## src/rtl/trig_delay_sched.sv

```systemverilog
// -----------------------------------------------------------------------------
// trig_delay_sched
//
// Multi-hit delayed-trigger scheduler. Each rising edge on trig_in is turned
// into an absolute target timestamp and queued in a small FIFO. When the
// free-running timestamp reaches the head target, the entry pops and a
// one-cycle trig_out pulse follows. Overlapping triggers inside one delay
// window are therefore all delivered, in order.
//
// Ports:
//   clk        system clock
//   rst_n      asynchronous active-low reset
//   trig_in    raw trigger level; rising edge is sampled
//   veto       ignore trigger edges while high (no queue, no drop count)
//   delay      requested delay in clk cycles (applied only while queue empty)
//   clr_ovf    synchronous clear of ovf and drop_cnt
//   trig_out   one-cycle delayed trigger pulse
//   accept     one-cycle pulse when an edge is queued
//   busy       queue non-empty
//   pending    queue occupancy
//   ovf        sticky: an edge was dropped because the queue was full
//   drop_cnt   saturating count of dropped edges
//   delay_act  delay currently in effect
// -----------------------------------------------------------------------------
module trig_delay_sched #(
  parameter int DEPTH = 8,
  parameter int AW    = 3,
  parameter int DW    = 16
) (
  input  logic          clk,
  input  logic          rst_n,
  input  logic          trig_in,
  input  logic          veto,
  input  logic [DW-1:0] delay,
  input  logic          clr_ovf,
  output logic          trig_out,
  output logic          accept,
  output logic          busy,
  output logic [AW:0]   pending,
  output logic          ovf,
  output logic [DW-1:0] drop_cnt,
  output logic [DW-1:0] delay_act
);

  // Saturating increment for the drop counter.
  function automatic logic [DW-1:0] sat_inc(input logic [DW-1:0] cnt);
    return (cnt == {DW{1'b1}}) ? cnt : cnt + DW'(1);
  endfunction

  // The pipeline (edge register + output register) needs at least 2 cycles.
  function automatic logic [DW-1:0] eff_delay(input logic [DW-1:0] d);
    return (d < DW'(2)) ? DW'(2) : d;
  endfunction

  logic [DW-1:0] ts;
  logic          trig_in_d;
  logic [DW-1:0] mem [DEPTH];
  logic [AW:0]   wr_ptr, rd_ptr;
  logic [AW:0]   wr_ptr_nxt, rd_ptr_nxt;

  logic          trig_edge;
  logic          empty, full;
  logic          push, drop, pop;
  logic [DW-1:0] head;
  logic [DW-1:0] target;

  // Edge detect and queue decisions (combinational, current cycle)
  always_comb begin
    trig_edge  = trig_in & ~trig_in_d;
    empty      = (pending == '0);
    // Full uses the pre-pop occupancy, so a same-cycle pop never frees a slot
    // for the incoming edge.
    full       = (pending == (AW+1)'(DEPTH));
    push       = trig_edge & ~veto & ~full;
    drop       = trig_edge & ~veto &  full;
    head       = mem[rd_ptr[AW-1:0]];
    pop        = ~empty & (head == ts);
    // Target is one cycle early because trig_out is registered after the pop.
    target     = ts + eff_delay(delay_act) - DW'(1);
    wr_ptr_nxt = push ? wr_ptr + (AW+1)'(1) : wr_ptr;
    rd_ptr_nxt = pop  ? rd_ptr + (AW+1)'(1) : rd_ptr;
  end

  // Target storage (data only, no reset)
  always_ff @(posedge clk) begin
    if (push) mem[wr_ptr[AW-1:0]] <= target;
  end

  // Control state and registered outputs
  always_ff @(posedge clk or negedge rst_n) begin
    if (!rst_n) begin
      ts        <= '0;
      trig_in_d <= 1'b0;
      wr_ptr    <= '0;
      rd_ptr    <= '0;
      pending   <= '0;
      busy      <= 1'b0;
      trig_out  <= 1'b0;
      accept    <= 1'b0;
      ovf       <= 1'b0;
      drop_cnt  <= '0;
      delay_act <= DW'(2);
    end else begin
      ts        <= ts + DW'(1);
      trig_in_d <= trig_in;
      wr_ptr    <= wr_ptr_nxt;
      rd_ptr    <= rd_ptr_nxt;
      pending   <= wr_ptr_nxt - rd_ptr_nxt;
      busy      <= (wr_ptr_nxt != rd_ptr_nxt);
      trig_out  <= pop;
      accept    <= push;

      // A drop in the same cycle as a clear wins.
      if (drop) begin
        ovf      <= 1'b1;
        drop_cnt <= clr_ovf ? DW'(1) : sat_inc(drop_cnt);
      end else if (clr_ovf) begin
        ovf      <= 1'b0;
        drop_cnt <= '0;
      end

      // Delay changes only while nothing is queued, keeping targets monotonic.
      if (empty && !push) delay_act <= delay;
    end
  end

endmodule
```

## config.mk

```make
export PLATFORM = sky130hd
export DESIGN_NAME = trig_delay_sched
export DESIGN_NICKNAME = d
export VERILOG_FILES = /design/src/rtl/trig_delay_sched.sv
export SDC_FILE = /design/constraint.sdc
export NUM_CORES = 1
export LEC_CHECK = 0
export BUFFER_PORTS_ARGS = -buffer_cell sky130_fd_sc_hd__buf_2
export CAP_MARGIN = 15
export CORE_ASPECT_RATIO = 1.25
export CORE_MARGIN = 8
export CORE_UTILIZATION = 50
export CTS_BUF_LIST = sky130_fd_sc_hd__clkbuf_8
export DETAILED_ROUTE_END_ITERATION = 10
export PLACE_DENSITY = 0.75
export SYNTH_ARGS = -nofsm -noshare
export SYNTH_HDL_FRONTEND = slang
export SYNTH_SLANG_ARGS = --single-unit
```

## constraint.sdc

```tcl
create_clock -name clk -period 5 [get_ports clk]
set_input_delay 0.5 -clock clk [delete_from_list [all_inputs] [get_ports clk]]
set_output_delay 0.5 -clock clk [all_outputs]
set_load 0.005 [all_outputs]
```

==> impl_metrics.tcl <==
set metrics [dict create \
    synth_edf_count 128 \
    min_period_ns 4.56 \
    cp-end-kind "flip-flop" \
    grt_overflow_total 0 \
    avgSynthCellArea_um2 13.6 \
    rsz0062_at_grt "false" \
    grt_max_degree 66 \
    slew_viol_final 0 \
    synth_common_cells "128 x edfxtp_1, 67 x inv_1, 64 x dfrtp_1, 39 x xnor2_1, 36 x ha_1" \
    peakVddDrop_mv 0.283 \
    place.gp.congestion 0.894 \
    nNetsFinal 791 \
    fp.dieH_um 165 \
    drcViolationCount 0 \
    setup_tns_ns 0 \
    synth_area_leaders "edfxtp_1 43%, dfrtp_1 18%, ha_1 5.0%, mux4_2 4.0%, xnor2_1 3.8%" \
    fin_crit_sh_pct 91.2 \
    cts_root_buffer "clkbuf_8" \
    synthArstFlopShare_pct 33.7 \
    dieArea_mm2 0.0224 \
    setup_ws_ns 0.438 \
    yosys_warnings 0 \
    place_ws_ns 0.489 \
    cts_resized 0 \
    vias 5412 \
    core_mm2 0.0175 \
    clock_latency_ns 0.47 \
    die_w_um 136 \
    finalSetupViolCount 0 \
    initial_core_util_pct 51.0 \
    worstMarginPinSlew_ns 1.05 \
    yosysUniqueCellTypes 57 \
    fmaxAchievable_mhz 219 \
    leakage_uw 0.00382 \
    drt-initial-drc-count 357 \
    relSlewSlack_pct 29.6 \
    ctsHoldBuffers 0 \
    worstPathMaxFanout 8 \
    wl_per_cell_um 19.6 \
    antenna_left 0 \
    htree_num_levels 4 \
    p_per_area_mw_per_mm2 549 \
    hold_viol_final 0 \
    synth_area_mm2 0.00893 \
    diodes 0 \
    yosysMostFrequentCell "edfxtp_1" \
    switching_share_pct 35.4 \
    cts.sink_count 193 \
    dr.pass1.iters 5 \
    ys_seq_area_share_pct 61.3 \
    syn_nets 715 \
    areaGrowthSynthToFinish_pct 11.1 \
    p_int_uw 3510 \
    clockBufferDepth 2 \
    grt_pass1_vias 5643 \
    ioPinCount 61 \
    numCtsBuffers 17 \
    via_per_inst 5.59 \
    drt-total-wl_um 19000 \
    status "finished, final reports clean" \
    finalClockSkew_ns 0.0145 \
    yosys.area.top_type "edfxtp_1" \
    port-buffer-count 60 \
    critical_path_class "flip-flop to flip-flop" \
    fin_util_pct 56.7 \
    antenna_found_initial 0 \
    syn_inst 656 \
    crit_arrival_ns 4.82 \
    hold_class "input pin to flip-flop" \
    path_clk_slew_ns 0.10 \
    drive_gt1_share_pct 20.2 \
    yosys_register_bits 193 \
    hpwl_um 13400 \
    yosys_most_used_dff "edfxtp_1" \
    p_clk_share_pct 17.6 \
    cp_slowest_cell "o311ai_0" \
    startpoint_type "flip-flop" \
    grt_pass1_wl_um 29700 \
    grt_use_total_pct 17.4 \
    power_switching_uw 1930 \
    p_seq_share_pct 47.9 \
    slowest_delay_ns 0.54 \
    path_cells "nor4_1 -> nand4_1 -> nor2b_1 -> ha_1 -> inv_1 -> ha_1 -> fa_1 -> a21o_1 -> a21oi_1 -> nor2b_1 -> o21a_1 -> o311ai_0 -> a31oi_1 -> or4_1 -> nand3_1" \
    synth_top_area_share_pct 43.1 \
    postCtsSetupBuffers 0 \
    combPwrFrac_pct 34.5 \
    cts_tree "yes" \
    max-cap-violations 0 \
    cp.required_ns 5.26 \
    rows 54 \
]
-- final timing paths --
check                           slack [ns]    endpoint  cells after the start     startpoint
worst max-delay path                  0.44  mem[6][15]                     15  delay_act[15]
worst min-delay path                  0.16   trig_in_d                      1        trig_in
worst max register to register        0.44  mem[6][15]                     15  delay_act[15]
worst min register to register        0.49       ts[6]                      1          ts[6]
max in group asynchronous             4.22   rd_ptr[0]                      2          rst_n
min in group asynchronous             0.20   rd_ptr[2]                      2          rst_n
-- cells by family (layout without fill, tap and decap cells) --
group | Yosys count | after routing | synth area share, %
AO/OA/AOI/OAI | 73 | 73 | 5.35
XOR/XNOR | 57 | 57 | 5.83
adder cells (fa/ha/maj) | 38 | 38 | 5.49
buffers and inverters | 85 | 173 | 3.97
flip-flops | 193 | 193 | 61.3
multiplexers | 64 | 64 | 9.71
AND/OR/NAND/NOR | 146 | 146 | 8.35
-- layer usage --
metal	vias up	GRT usage [%]	part of all wire (%)
met5	-	0	0
met4	0	7.79	2.1
met3	24	2.63	3.0
met2	120	32.0	55
met1	2732	19.4	40
li1	2536	-	-
-- state kept, by name (all words and copies together), names as in the netlist, 4 cells and up --
name	count
drop_cnt	16
rd_ptr	4
pending	4
delay_act	16
ts	16
wr_ptr	4
mem	128
-- per-stage QoR --
stage                     power, uW  instances  hold WS [ns]  instance area [um2]
after CTS                      5460        968         0.128                 9920
after global placement         4400        937         0.478                 9540
after global routing           5730        968         0.142                 9920
after floorplan                3800        656         0.204                 8930
final                          5440        968         0.157                 9920
after detailed placement       4520        937         0.480                 9540
-- cell type report --
class	count	area, um2
fillers	1379	7580
flip-flops and latches	193	5470
multi-input cells	378	3130
repair buffers	75	413
well taps	224	280
inverters	67	251
clock buffers	17	234
clock inverters	14	138
-- power groups by stage --
stage | clock [uW] | combinational [uW] | sequential, uW
5_1_grt | 1030 | 2080 | 2630
6_report | 959 | 1870 | 2610
2_1_floorplan | 0 | 1190 | 2610
4_1_cts | 971 | 1880 | 2610
3_3_place_gp | 0 | 1770 | 2630
3_5_place_dp | 0 | 1880 | 2640
-- critical path, delay by kind of cell, from the launching register on --
kind / cells / cell delay, ns
AOI/OAI and AO/OA: 5 / 1.40
adders and majority gates: 3 / 0.90
buffers and inverters: 1 / 0.04
and+or+nand+nor: 6 / 1.56
DFF: 1 / 0.43
-- cells in the final DEF (no fill, tap or decap), types with 17 or more instances in the layout --
cell / synthesis / routed
nor3_1: 19 / 17
clkbuf_8: 0 / 17
mux2_2: 21 / 21
ha_1: 36 / 36
inv_1: 67 / 68
edfxtp_1: 128 / 128
xnor2_1: 39 / 39
o21ai_0: 24 / 24
nor2_1: 25 / 25
nand3_1: 17 / 17
nand2_1: 32 / 32
dfrtp_1: 64 / 63
buf_2: 3 / 60
mux2i_1: 27 / 27
No activity file was read; power rests on OpenSTA's default activity.
